File: config.mk
export PLATFORM = sky130hd
export DESIGN_NAME = forward_ctrl_unit_flat
export DESIGN_NICKNAME = d
export VERILOG_FILES = /design/src/rtl/riscv_pipe_pkg.sv /design/src/rtl/forward_ctrl_unit_if.sv /design/src/rtl/sat_counter.sv /design/src/rtl/forward_ctrl_unit.sv /design/src/flat_wrapper.sv
export SDC_FILE = /design/constraint.sdc
export NUM_CORES = 1
export LEC_CHECK = 0
export ABC_AREA = 1
export CAP_MARGIN = 20
export CORE_MARGIN = 4
export CORE_UTILIZATION = 35
export CTS_BUF_LIST = sky130_fd_sc_hd__clkbuf_4 sky130_fd_sc_hd__clkbuf_8 sky130_fd_sc_hd__clkbuf_16
export CTS_CLUSTER_DIAMETER = 80
export DETAILED_ROUTE_END_ITERATION = 6
export DONT_BUFFER_PORTS = 1
export PLACE_DENSITY = 0.6
export SETUP_SLACK_MARGIN = 0.1
export SYNTH_ARGS = -nofsm -noshare
export SYNTH_HDL_FRONTEND = slang
export SYNTH_HIERARCHICAL = 1
export SYNTH_SLANG_ARGS = --single-unit
File: constraint.sdc
create_clock -name clk -period 3.4 [get_ports clk]
set_input_delay 1.02 -clock clk [delete_from_list [all_inputs] [get_ports clk]]
set_output_delay 1.02 -clock clk [all_outputs]
set_load 0.01 [all_outputs]
File: src/rtl/riscv_pipe_pkg.sv
// -----------------------------------------------------------------------------
// riscv_pipe_pkg
// Types and constants shared by the pipeline forwarding/hazard logic.
//   fwd_sel_t  : 2-bit operand-mux select driven into the EX stage.
//   dst_tag_t  : destination tag for an in-flight instruction, kept by the
//                forwarding unit for the instructions in EX and MEM.
//   REG_ADDR_W : register index width.
// -----------------------------------------------------------------------------
package riscv_pipe_pkg;

  localparam int REG_ADDR_W = 5;

  typedef enum logic [1:0] {
    FWD_REGFILE = 2'b00,
    FWD_MEM_WB  = 2'b01,
    FWD_EX_MEM  = 2'b10
  } fwd_sel_t;

  typedef struct packed {
    logic                  valid;
    logic [REG_ADDR_W-1:0] rd;
    logic                  reg_write;
    logic                  mem_read;
  } dst_tag_t;

  // An empty pipeline slot: all fields zero.
  localparam dst_tag_t BUBBLE_TAG = '0;

endpackage

File: src/rtl/forward_ctrl_unit_if.sv
// -----------------------------------------------------------------------------
// forward_ctrl_unit_if
// Bundles the ID-stage instruction fields, the EX flush, and the forwarding
// unit's results.
//   master : ID/EX side of the pipeline (drives ID fields and ex_flush).
//   slave  : forwarding unit (drives selects, stall and event counters).
// -----------------------------------------------------------------------------
interface forward_ctrl_unit_if #(
  parameter int REG_ADDR_W = riscv_pipe_pkg::REG_ADDR_W,
  parameter int CNT_W      = 16
) ();

  logic                   id_valid;
  logic [REG_ADDR_W-1:0]  id_rs1;
  logic [REG_ADDR_W-1:0]  id_rs2;
  logic                   id_uses_rs1;
  logic                   id_uses_rs2;
  logic [REG_ADDR_W-1:0]  id_rd;
  logic                   id_reg_write;
  logic                   id_mem_read;
  logic                   ex_flush;

  riscv_pipe_pkg::fwd_sel_t forward_a;
  riscv_pipe_pkg::fwd_sel_t forward_b;
  logic                   stall;
  logic [CNT_W-1:0]       stall_count;
  logic [CNT_W-1:0]       fwd_count;

  modport master (
    output id_valid, id_rs1, id_rs2, id_uses_rs1, id_uses_rs2,
           id_rd, id_reg_write, id_mem_read, ex_flush,
    input  forward_a, forward_b, stall, stall_count, fwd_count
  );

  modport slave (
    input  id_valid, id_rs1, id_rs2, id_uses_rs1, id_uses_rs2,
           id_rd, id_reg_write, id_mem_read, ex_flush,
    output forward_a, forward_b, stall, stall_count, fwd_count
  );

endinterface

File: src/rtl/sat_counter.sv
// -----------------------------------------------------------------------------
// sat_counter
// Event counter that adds 0, 1 or 2 per clock and sticks at all-ones.
//   clk     : clock
//   rst     : asynchronous active-high reset, clears the count
//   inc_i   : increment amount for this cycle (0..2)
//   count_o : current count
// -----------------------------------------------------------------------------
module sat_counter #(
  parameter int W = 16
) (
  input  logic         clk,
  input  logic         rst,
  input  logic [1:0]   inc_i,
  output logic [W-1:0] count_o
);

  logic [W-1:0] count_q;
  logic [W-1:0] count_d;
  logic [W:0]   sum;

  // One extra bit catches the carry out; any carry means the true sum is
  // beyond all-ones, so clamp.
  always_comb begin
    sum     = {1'b0, count_q} + (W + 1)'(inc_i);
    count_d = sum[W] ? '1 : sum[W-1:0];
  end

  always_ff @(posedge clk or posedge rst) begin
    if (rst) begin
      count_q <= '0;
    end else begin
      count_q <= count_d;
    end
  end

  assign count_o = count_q;

endmodule

File: src/rtl/forward_ctrl_unit.sv
// -----------------------------------------------------------------------------
// forward_ctrl_unit
// Computes the EX-stage operand forwarding selects while the consumer is in
// ID, registers them so they are valid in its EX cycle, and raises the
// load-use stall. Keeps shadow destination tags for the EX and MEM stages.
//   clk : pipeline clock
//   rst : asynchronous active-high reset
//   bus : slave side of forward_ctrl_unit_if
//         in : id_valid, id_rs1/2, id_uses_rs1/2, id_rd, id_reg_write,
//              id_mem_read, ex_flush
//         out: forward_a/b (registered), stall (combinational),
//              stall_count, fwd_count (saturating)
// -----------------------------------------------------------------------------
module forward_ctrl_unit #(
  parameter int REG_ADDR_W = riscv_pipe_pkg::REG_ADDR_W,
  parameter int CNT_W      = 16
) (
  input  logic                clk,
  input  logic                rst,
  forward_ctrl_unit_if.slave  bus
);

  import riscv_pipe_pkg::*;

  dst_tag_t ex_tag_q, ex_tag_d;
  dst_tag_t mem_tag_q;

  fwd_sel_t sel_q [2];
  fwd_sel_t sel_d [2];

  logic [REG_ADDR_W-1:0] src_reg [2];
  logic                  src_used [2];

  logic stall_c;
  logic bubble_c;

  logic [1:0]       cnt_inc [2];
  logic [CNT_W-1:0] cnt_val [2];

  function automatic logic tag_hit(input dst_tag_t t, input logic [REG_ADDR_W-1:0] r);
    return t.valid && t.reg_write && (t.rd != '0) && (t.rd == r);
  endfunction

  always_comb begin
    src_reg[0]  = bus.id_rs1;
    src_reg[1]  = bus.id_rs2;
    src_used[0] = bus.id_uses_rs1;
    src_used[1] = bus.id_uses_rs2;
  end

  // Load in EX whose result a source in ID needs: one bubble lets the load
  // reach MEM, after which the MEM/WB path covers it. Flush wins.
  always_comb begin
    stall_c = bus.id_valid && !bus.ex_flush &&
              ex_tag_q.valid && ex_tag_q.mem_read && (ex_tag_q.rd != '0) &&
              ((bus.id_uses_rs1 && (ex_tag_q.rd == bus.id_rs1)) ||
               (bus.id_uses_rs2 && (ex_tag_q.rd == bus.id_rs2)));
    bubble_c = bus.ex_flush || stall_c || !bus.id_valid;
  end

  always_comb begin
    ex_tag_d = BUBBLE_TAG;
    if (!bubble_c) begin
      ex_tag_d.valid     = 1'b1;
      ex_tag_d.rd        = bus.id_rd;
      ex_tag_d.reg_write = bus.id_reg_write;
      ex_tag_d.mem_read  = bus.id_mem_read;
    end
  end

  // Per-operand select; EX/MEM checked first so the youngest producer wins.
  for (genvar gi = 0; gi < 2; gi++) begin : g_sel
    always_comb begin
      sel_d[gi] = FWD_REGFILE;
      if (!bubble_c && src_used[gi]) begin
        if (tag_hit(ex_tag_q, src_reg[gi])) begin
          sel_d[gi] = FWD_EX_MEM;
        end else if (tag_hit(mem_tag_q, src_reg[gi])) begin
          sel_d[gi] = FWD_MEM_WB;
        end
      end
    end
  end

  always_ff @(posedge clk or posedge rst) begin
    if (rst) begin
      ex_tag_q  <= BUBBLE_TAG;
      mem_tag_q <= BUBBLE_TAG;
      sel_q[0]  <= FWD_REGFILE;
      sel_q[1]  <= FWD_REGFILE;
    end else begin
      ex_tag_q  <= ex_tag_d;
      mem_tag_q <= ex_tag_q;
      sel_q[0]  <= sel_d[0];
      sel_q[1]  <= sel_d[1];
    end
  end

  // Counter 0: stall cycles. Counter 1: non-zero selects being loaded.
  always_comb begin
    cnt_inc[0] = {1'b0, stall_c};
    cnt_inc[1] = {1'b0, (sel_d[0] != FWD_REGFILE)} +
                 {1'b0, (sel_d[1] != FWD_REGFILE)};
  end

  for (genvar gi = 0; gi < 2; gi++) begin : g_cnt
    sat_counter #(.W(CNT_W)) u_cnt (
      .clk     (clk),
      .rst     (rst),
      .inc_i   (cnt_inc[gi]),
      .count_o (cnt_val[gi])
    );
  end

  assign bus.forward_a   = sel_q[0];
  assign bus.forward_b   = sel_q[1];
  assign bus.stall       = stall_c;
  assign bus.stall_count = cnt_val[0];
  assign bus.fwd_count   = cnt_val[1];

endmodule

File: src/flat_wrapper.sv
// flat-port wrapper written by rule: the top's interface ports become plain ports
module forward_ctrl_unit_flat import riscv_pipe_pkg::*;
#(
  parameter int REG_ADDR_W = riscv_pipe_pkg::REG_ADDR_W,
  parameter int CNT_W      = 16
)
  (clk, rst, bus_id_valid, bus_id_rs1, bus_id_rs2, bus_id_uses_rs1, bus_id_uses_rs2, bus_id_rd, bus_id_reg_write, bus_id_mem_read, bus_ex_flush, bus_forward_a, bus_forward_b, bus_stall, bus_stall_count, bus_fwd_count);
  forward_ctrl_unit_if #(.REG_ADDR_W(REG_ADDR_W), .CNT_W(CNT_W)) bus_i ();
  input  logic clk;
  input  logic rst;
  input wire logic [$bits(bus_i.id_valid)-1:0] bus_id_valid;
  input wire logic [$bits(bus_i.id_rs1)-1:0] bus_id_rs1;
  input wire logic [$bits(bus_i.id_rs2)-1:0] bus_id_rs2;
  input wire logic [$bits(bus_i.id_uses_rs1)-1:0] bus_id_uses_rs1;
  input wire logic [$bits(bus_i.id_uses_rs2)-1:0] bus_id_uses_rs2;
  input wire logic [$bits(bus_i.id_rd)-1:0] bus_id_rd;
  input wire logic [$bits(bus_i.id_reg_write)-1:0] bus_id_reg_write;
  input wire logic [$bits(bus_i.id_mem_read)-1:0] bus_id_mem_read;
  input wire logic [$bits(bus_i.ex_flush)-1:0] bus_ex_flush;
  output wire logic [$bits(bus_i.forward_a)-1:0] bus_forward_a;
  output wire logic [$bits(bus_i.forward_b)-1:0] bus_forward_b;
  output wire logic [$bits(bus_i.stall)-1:0] bus_stall;
  output wire logic [$bits(bus_i.stall_count)-1:0] bus_stall_count;
  output wire logic [$bits(bus_i.fwd_count)-1:0] bus_fwd_count;
  assign bus_i.id_valid = bus_id_valid;
  assign bus_i.id_rs1 = bus_id_rs1;
  assign bus_i.id_rs2 = bus_id_rs2;
  assign bus_i.id_uses_rs1 = bus_id_uses_rs1;
  assign bus_i.id_uses_rs2 = bus_id_uses_rs2;
  assign bus_i.id_rd = bus_id_rd;
  assign bus_i.id_reg_write = bus_id_reg_write;
  assign bus_i.id_mem_read = bus_id_mem_read;
  assign bus_i.ex_flush = bus_ex_flush;
  assign bus_forward_a = bus_i.forward_a;
  assign bus_forward_b = bus_i.forward_b;
  assign bus_stall = bus_i.stall;
  assign bus_stall_count = bus_i.stall_count;
  assign bus_fwd_count = bus_i.fwd_count;
  forward_ctrl_unit #(.REG_ADDR_W(REG_ADDR_W), .CNT_W(CNT_W)) u_core (.clk(clk), .rst(rst), .bus(bus_i));
endmodule
# Word-level counts from Yosys, hierarchy flattened
# Index checks and enable logic that the tools add are counted.
[totals]
regBits = 51
in_bits = 23
output_inout_bits = 37
wordCells = 54
[op_classes]
add_sub_neg = 3
n_eq_ne = 4
mux = 9
reduce_logical = 27
[op_table]
columns = ["cell", "count"]
rows = [
  ["16-bit 2-to-1 mux", 2],
  ["5-bit == test", 4],
  ["16-bit by 1-bit adder with 17-bit output", 1],
  ["16-bit by 2-bit adder with 17-bit output", 1],
  ["1-bit logical AND", 17],
  ["5-bit nonzero test", 2],
  ["2-bit 2-to-1 mux", 4],
  ["8-bit 2-to-1 mux", 1],
  ["2-bit nonzero test", 2],
  ["1-bit zero test", 3],
  ["1-bit logical OR", 3],
  ["1-bit by 1-bit adder with 2-bit output", 1],
  ["1-bit 2-to-1 mux", 2],
]

# Longest topological paths before layout
[depth]
ltp_word = 15
ltp_mapped = 19

# Modules after synthesis
# Netlist, hierarchy kept.
[modules_own_cells]
columns = ["mod", "instances", "cells_each", "area_per_inst_um2"]
rows = [
  ["forward_ctrl_unit", 1, 137, 1031.0],
  ["sat_counter at u_core.g_cnt[0].u_cnt", 1, 121, 955.9],
  ["sat_counter at u_core.g_cnt[1].u_cnt", 1, 120, 940.9],
]

# Worst setup path before layout
# OpenSTA, ideal clock, no wires.
[synth_path]
path_type = "input-to-reg"
startpoint = "input port bus_ex_flush"
endpoint = "register u_core.g_cnt[1].u_cnt.count_q[14]"
arrival_ps = 3125
required_time_ps = 3274
setup_slack_ps = 149
cell_stages = 18
path_buffers = 0
cell_sequence = "inv_1 nand2_1 inv_1 nand2_1 nor2_1 nand2_2 nand4_1 nand2_1 ha_1 ha_1 inv_1 fa_1 inv_1 nand2_1 nor2_4 nand3_1 nand2_1 o21ai_0"
[synth_rtl]
columns = ["element", "line_no", "text"]
rows = [
  ["start, declared", "flat_wrapper.sv:19", "input wire logic [$bits(bus_i.ex_flush)-1:0] bus_ex_flush;"],
  ["end signal, assigned", "sat_counter.sv:33", "count_q <= count_d;"],
  ["end, declared", "sat_counter.sv:18", "logic [W-1:0] count_q;"],
]

==> results.py <==
metrics = {
    "outcome": {
        "status": "finished clean",
    },
    "route": {
        "dr_total_vias": 2254,
        "wl_mm": 6.00,
        "drtIter0Drc": 58,
        "viasPerCell": 4.53,
        "wl_per_cell_um": 12.1,
        "ant_nets": 0,
        "dr.pass1.iters": 4,
        "drc": 0,
    },
    "clock_tree": {
        "cts_max_level": 2,
        "clk_path_buf_depth": 2,
        "clk_latency_ns": 0.30,
        "numCtsBuffers": 5,
        "cts_post_setup_buffers_inserted": 0,
        "clock-sinks": 51,
        "path_clk_slew_ns": 0.09,
        "cts_tree": "built",
        "holdBufCountCts": 0,
        "root_buffer": "clkbuf_8",
    },
    "global_routing": {
        "gr-usage-met3_pct": 3.86,
        "grt_max_degree": 20,
        "use_met2_pct": 22.5,
        "use_met1_pct": 15.2,
        "overflow": 0,
        "globalRoute.busiestLayer": "met2",
        "grt_pass1_vias": 2274,
        "grt_first_pass_wirelength_mm": 10.3,
        "antenna_found_initial": 0,
        "track_usage_pct": 12.8,
    },
    "yosys": {
        "synth_fa_ha_area_share_pct": 3.50,
        "synth_top_family_by_area": "simple AND/OR/NAND/NOR gates",
        "syn_area_per_cell_um2": 7.75,
        "ys_ff_latch": 51,
        "yosysWarnings": 6,
        "synth_top_area_share_pct": 43.6,
        "syn_area_mm2": 0.00293,
        "synth_common_cells": "nand2_1 (118), inv_1 (60), dfrtp_1 (51)",
        "synth_most_common_cell": "nand2_1",
        "synth_mux_area_share_pct": 0,
        "seq_area_frac_synth_pct": 43.6,
        "yosysTopAreaCell": "dfrtp_1",
        "synthArstFlopShare_pct": 100,
        "synth-compound-area-share_pct": 1.24,
        "synthCells": 378,
        "synth_cell_type_count": 27,
        "ys.flop_type": "dfrtp_1",
        "synth_simple_gate_area_share_pct": 36.0,
        "netlist_top_cells_area": "dfrtp_1 (44%), nand2_1 (15%), inv_1 (7.7%)",
        "synth_edf_count": 0,
        "synth_xor_area_share_pct": 7.18,
    },
    "floorplanning": {
        "core-area_mm2": 0.00818,
        "die_w_um": 99.5,
        "rows": 33,
        "die_h_um": 99.5,
        "die_area_mm2": 0.00989,
        "start_util_pct": 35.8,
        "ios": 60,
    },
    "timing": {
        "rsz0062_at_grt": "false",
        "tightest_slew_ns": 0.691,
        "fin_setup_tns_ns": 0,
        "post-route-period-util_pct": 89.7,
        "setup_viol": 0,
        "slew_headroom_pct": 53.9,
        "drv_slew": 0,
        "setup_ws_ns": 0.349,
        "hold_violations": 0,
        "finalClockSkew_ns": 0.00741,
        "finalCriticalPeriod_ns": 3.05,
        "hold-worst-slack_ns": 0.400,
        "max_freq_ghz": 0.328,
    },
    "placed_design": {
        "dp_hpwl_mm": 4.81,
        "dp_slack_ns": -0.00354,
        "dp_cells": 490,
        "globalplace.congestion": 0.867,
        "port-buffer-count": 0,
        "placed_cell_area_mm2": 0.00310,
    },
    "final_layout": {
        "post-route-util_pct": 39.5,
        "instances_no_fill": 498,
        "final_nets": 422,
        "final_area_mm2": 0.00323,
        "n_fill_cell": 834,
        "antenna_cells": 0,
        "drive_above_1_share_pct": 10.9,
        "syn_to_final_growth_pct": 10.3,
    },
    "pwr": {
        "seq_power_share_pct": 54.2,
        "p_total_mw": 1.37,
        "p_clk_share_pct": 32.3,
        "swShare_pct": 29.2,
        "leakage_nw": 1.75,
        "vdd_ir_drop_max_mv": 0.200,
        "p_per_area_mw_per_mm2": 425,
        "p_sw_mw": 0.401,
        "p_comb_share_pct": 13.5,
        "power.internal_mw": 0.973,
    },
    "setup_path": {
        "path_class": "in2reg",
        "startpoint_type": "primary input",
        "end_kind": "register",
        "cp_max_fo": 6,
        "worstPathArrival_ns": 3.29,
        "worstPathRequired_ns": 3.63,
    },
    "run": {
        "drv_cap": 0,
    },
    "hold_path": {
        "hold_class": "reg2reg",
    },
}
[layout by cell type, fill, tap and decap left out, drive strengths merged]
cell,synthesis,layout
inv,62,63
clkbuf,0,6
ha,5,5
xor2,12,12
conb,1,2
nand3b,5,5
a21o,2,2
nand3,32,32
nor3,2,2
or2,2,2
nor2,49,49
bufinv,0,1
fa,2,2
nand4,14,14
buf,1,7
o21ai,4,4
xnor2,12,12
dfrtp,51,51
nand2,122,122
[final timing paths]
check	start	end	slack [ns]	cells past startpoint
max in group asynchronous	rst	u_core/mem_tag_q[3]	2.26	1
min reg2reg	u_core/ex_tag_q[1]	u_core/mem_tag_q[1]	0.40	0
max	bus_id_rs2[0]	u_core/g_cnt[1].u_cnt/count_o[9]	0.35	18
min	u_core/ex_tag_q[1]	u_core/mem_tag_q[1]	0.40	0
max reg2reg	u_core/ex_tag_q[2]	u_core/g_cnt[1].u_cnt/count_o[9]	0.56	18
min in group asynchronous	rst	u_core/g_cnt[1].u_cnt/count_o[10]	0.66	1
[sequential cells by signal (all words and copies together), names as in the netlist]
register / cells
u_core/mem_tag_q: 7
u_core/bus.forward_a: 2
u_core/bus.forward_b: 2
u_core/g_cnt.u_cnt/count_o: 32
u_core/ex_tag_q: 8
[final cells by class]
type | instances | area, um2 | share of cell area [%]
repair buffers | 7 | 52.6 | 1.63
inverters | 62 | 233 | 7.21
flip-flops and latches | 51 | 1280 | 39.5
well taps | 105 | 131 | 4.07
multi-input cells | 265 | 1410 | 43.8
clock buffers | 6 | 82.6 | 2.56
clock inverters | 2 | 38.8 | 1.20
[critical path, cell delays in order]
cell	delay (ns)
inv_1	0.02
nand2_1	0.04
nand2_1	0.07
nor2_2	0.13
nand4_1	0.09
nand2_1	0.11
nand2_2	0.10
nand4_1	0.12
nand2_1	0.07
ha_1	0.27
ha_1	0.16
inv_1	0.05
fa_2	0.37
inv_1	0.07
nand2_1	0.07
nor2_4	0.18
nand4_1	0.20
nand3_1	0.14
[power groups by stage]
stage                     clock network (mW)  logic (mW)  registers (mW)
after CTS                              0.464       0.187           0.746
final                                  0.444       0.185           0.744
after detailed placement                   0       0.186           0.759
after global routing                   0.477       0.217           0.756
after floorplan                            0       0.160           0.740
after global placement                     0       0.179           0.757
[logic make-up (layout without fill, tap and decap cells)]
kind of cell	count (synthesis)	count (layout)
flip-flops	51	51
buffers and inverters	63	77
AND/OR/NAND/NOR	226	226
XOR/XNOR	24	24
adder cells (fa/ha/maj)	7	7
AO/OA/AOI/OAI	6	6
other	1	2
[metal layers]
layer  routed length [um]  share of wire (%)  vias to the layer above
met3                  314                5.2                        5
met1                 2670                 44                     1021
met5                    0                  0                        -
li1                     -                  -                     1189
met4                   70                1.2                        0
met2                 2950                 49                       39
[what timing repair did]
action	4_1_cts	5_1_grt
gates resized for setup	0	1
hold endpoints to repair	0	0
endpoints found under the setup margin	0	4
(Power assumes the default switching activity.)
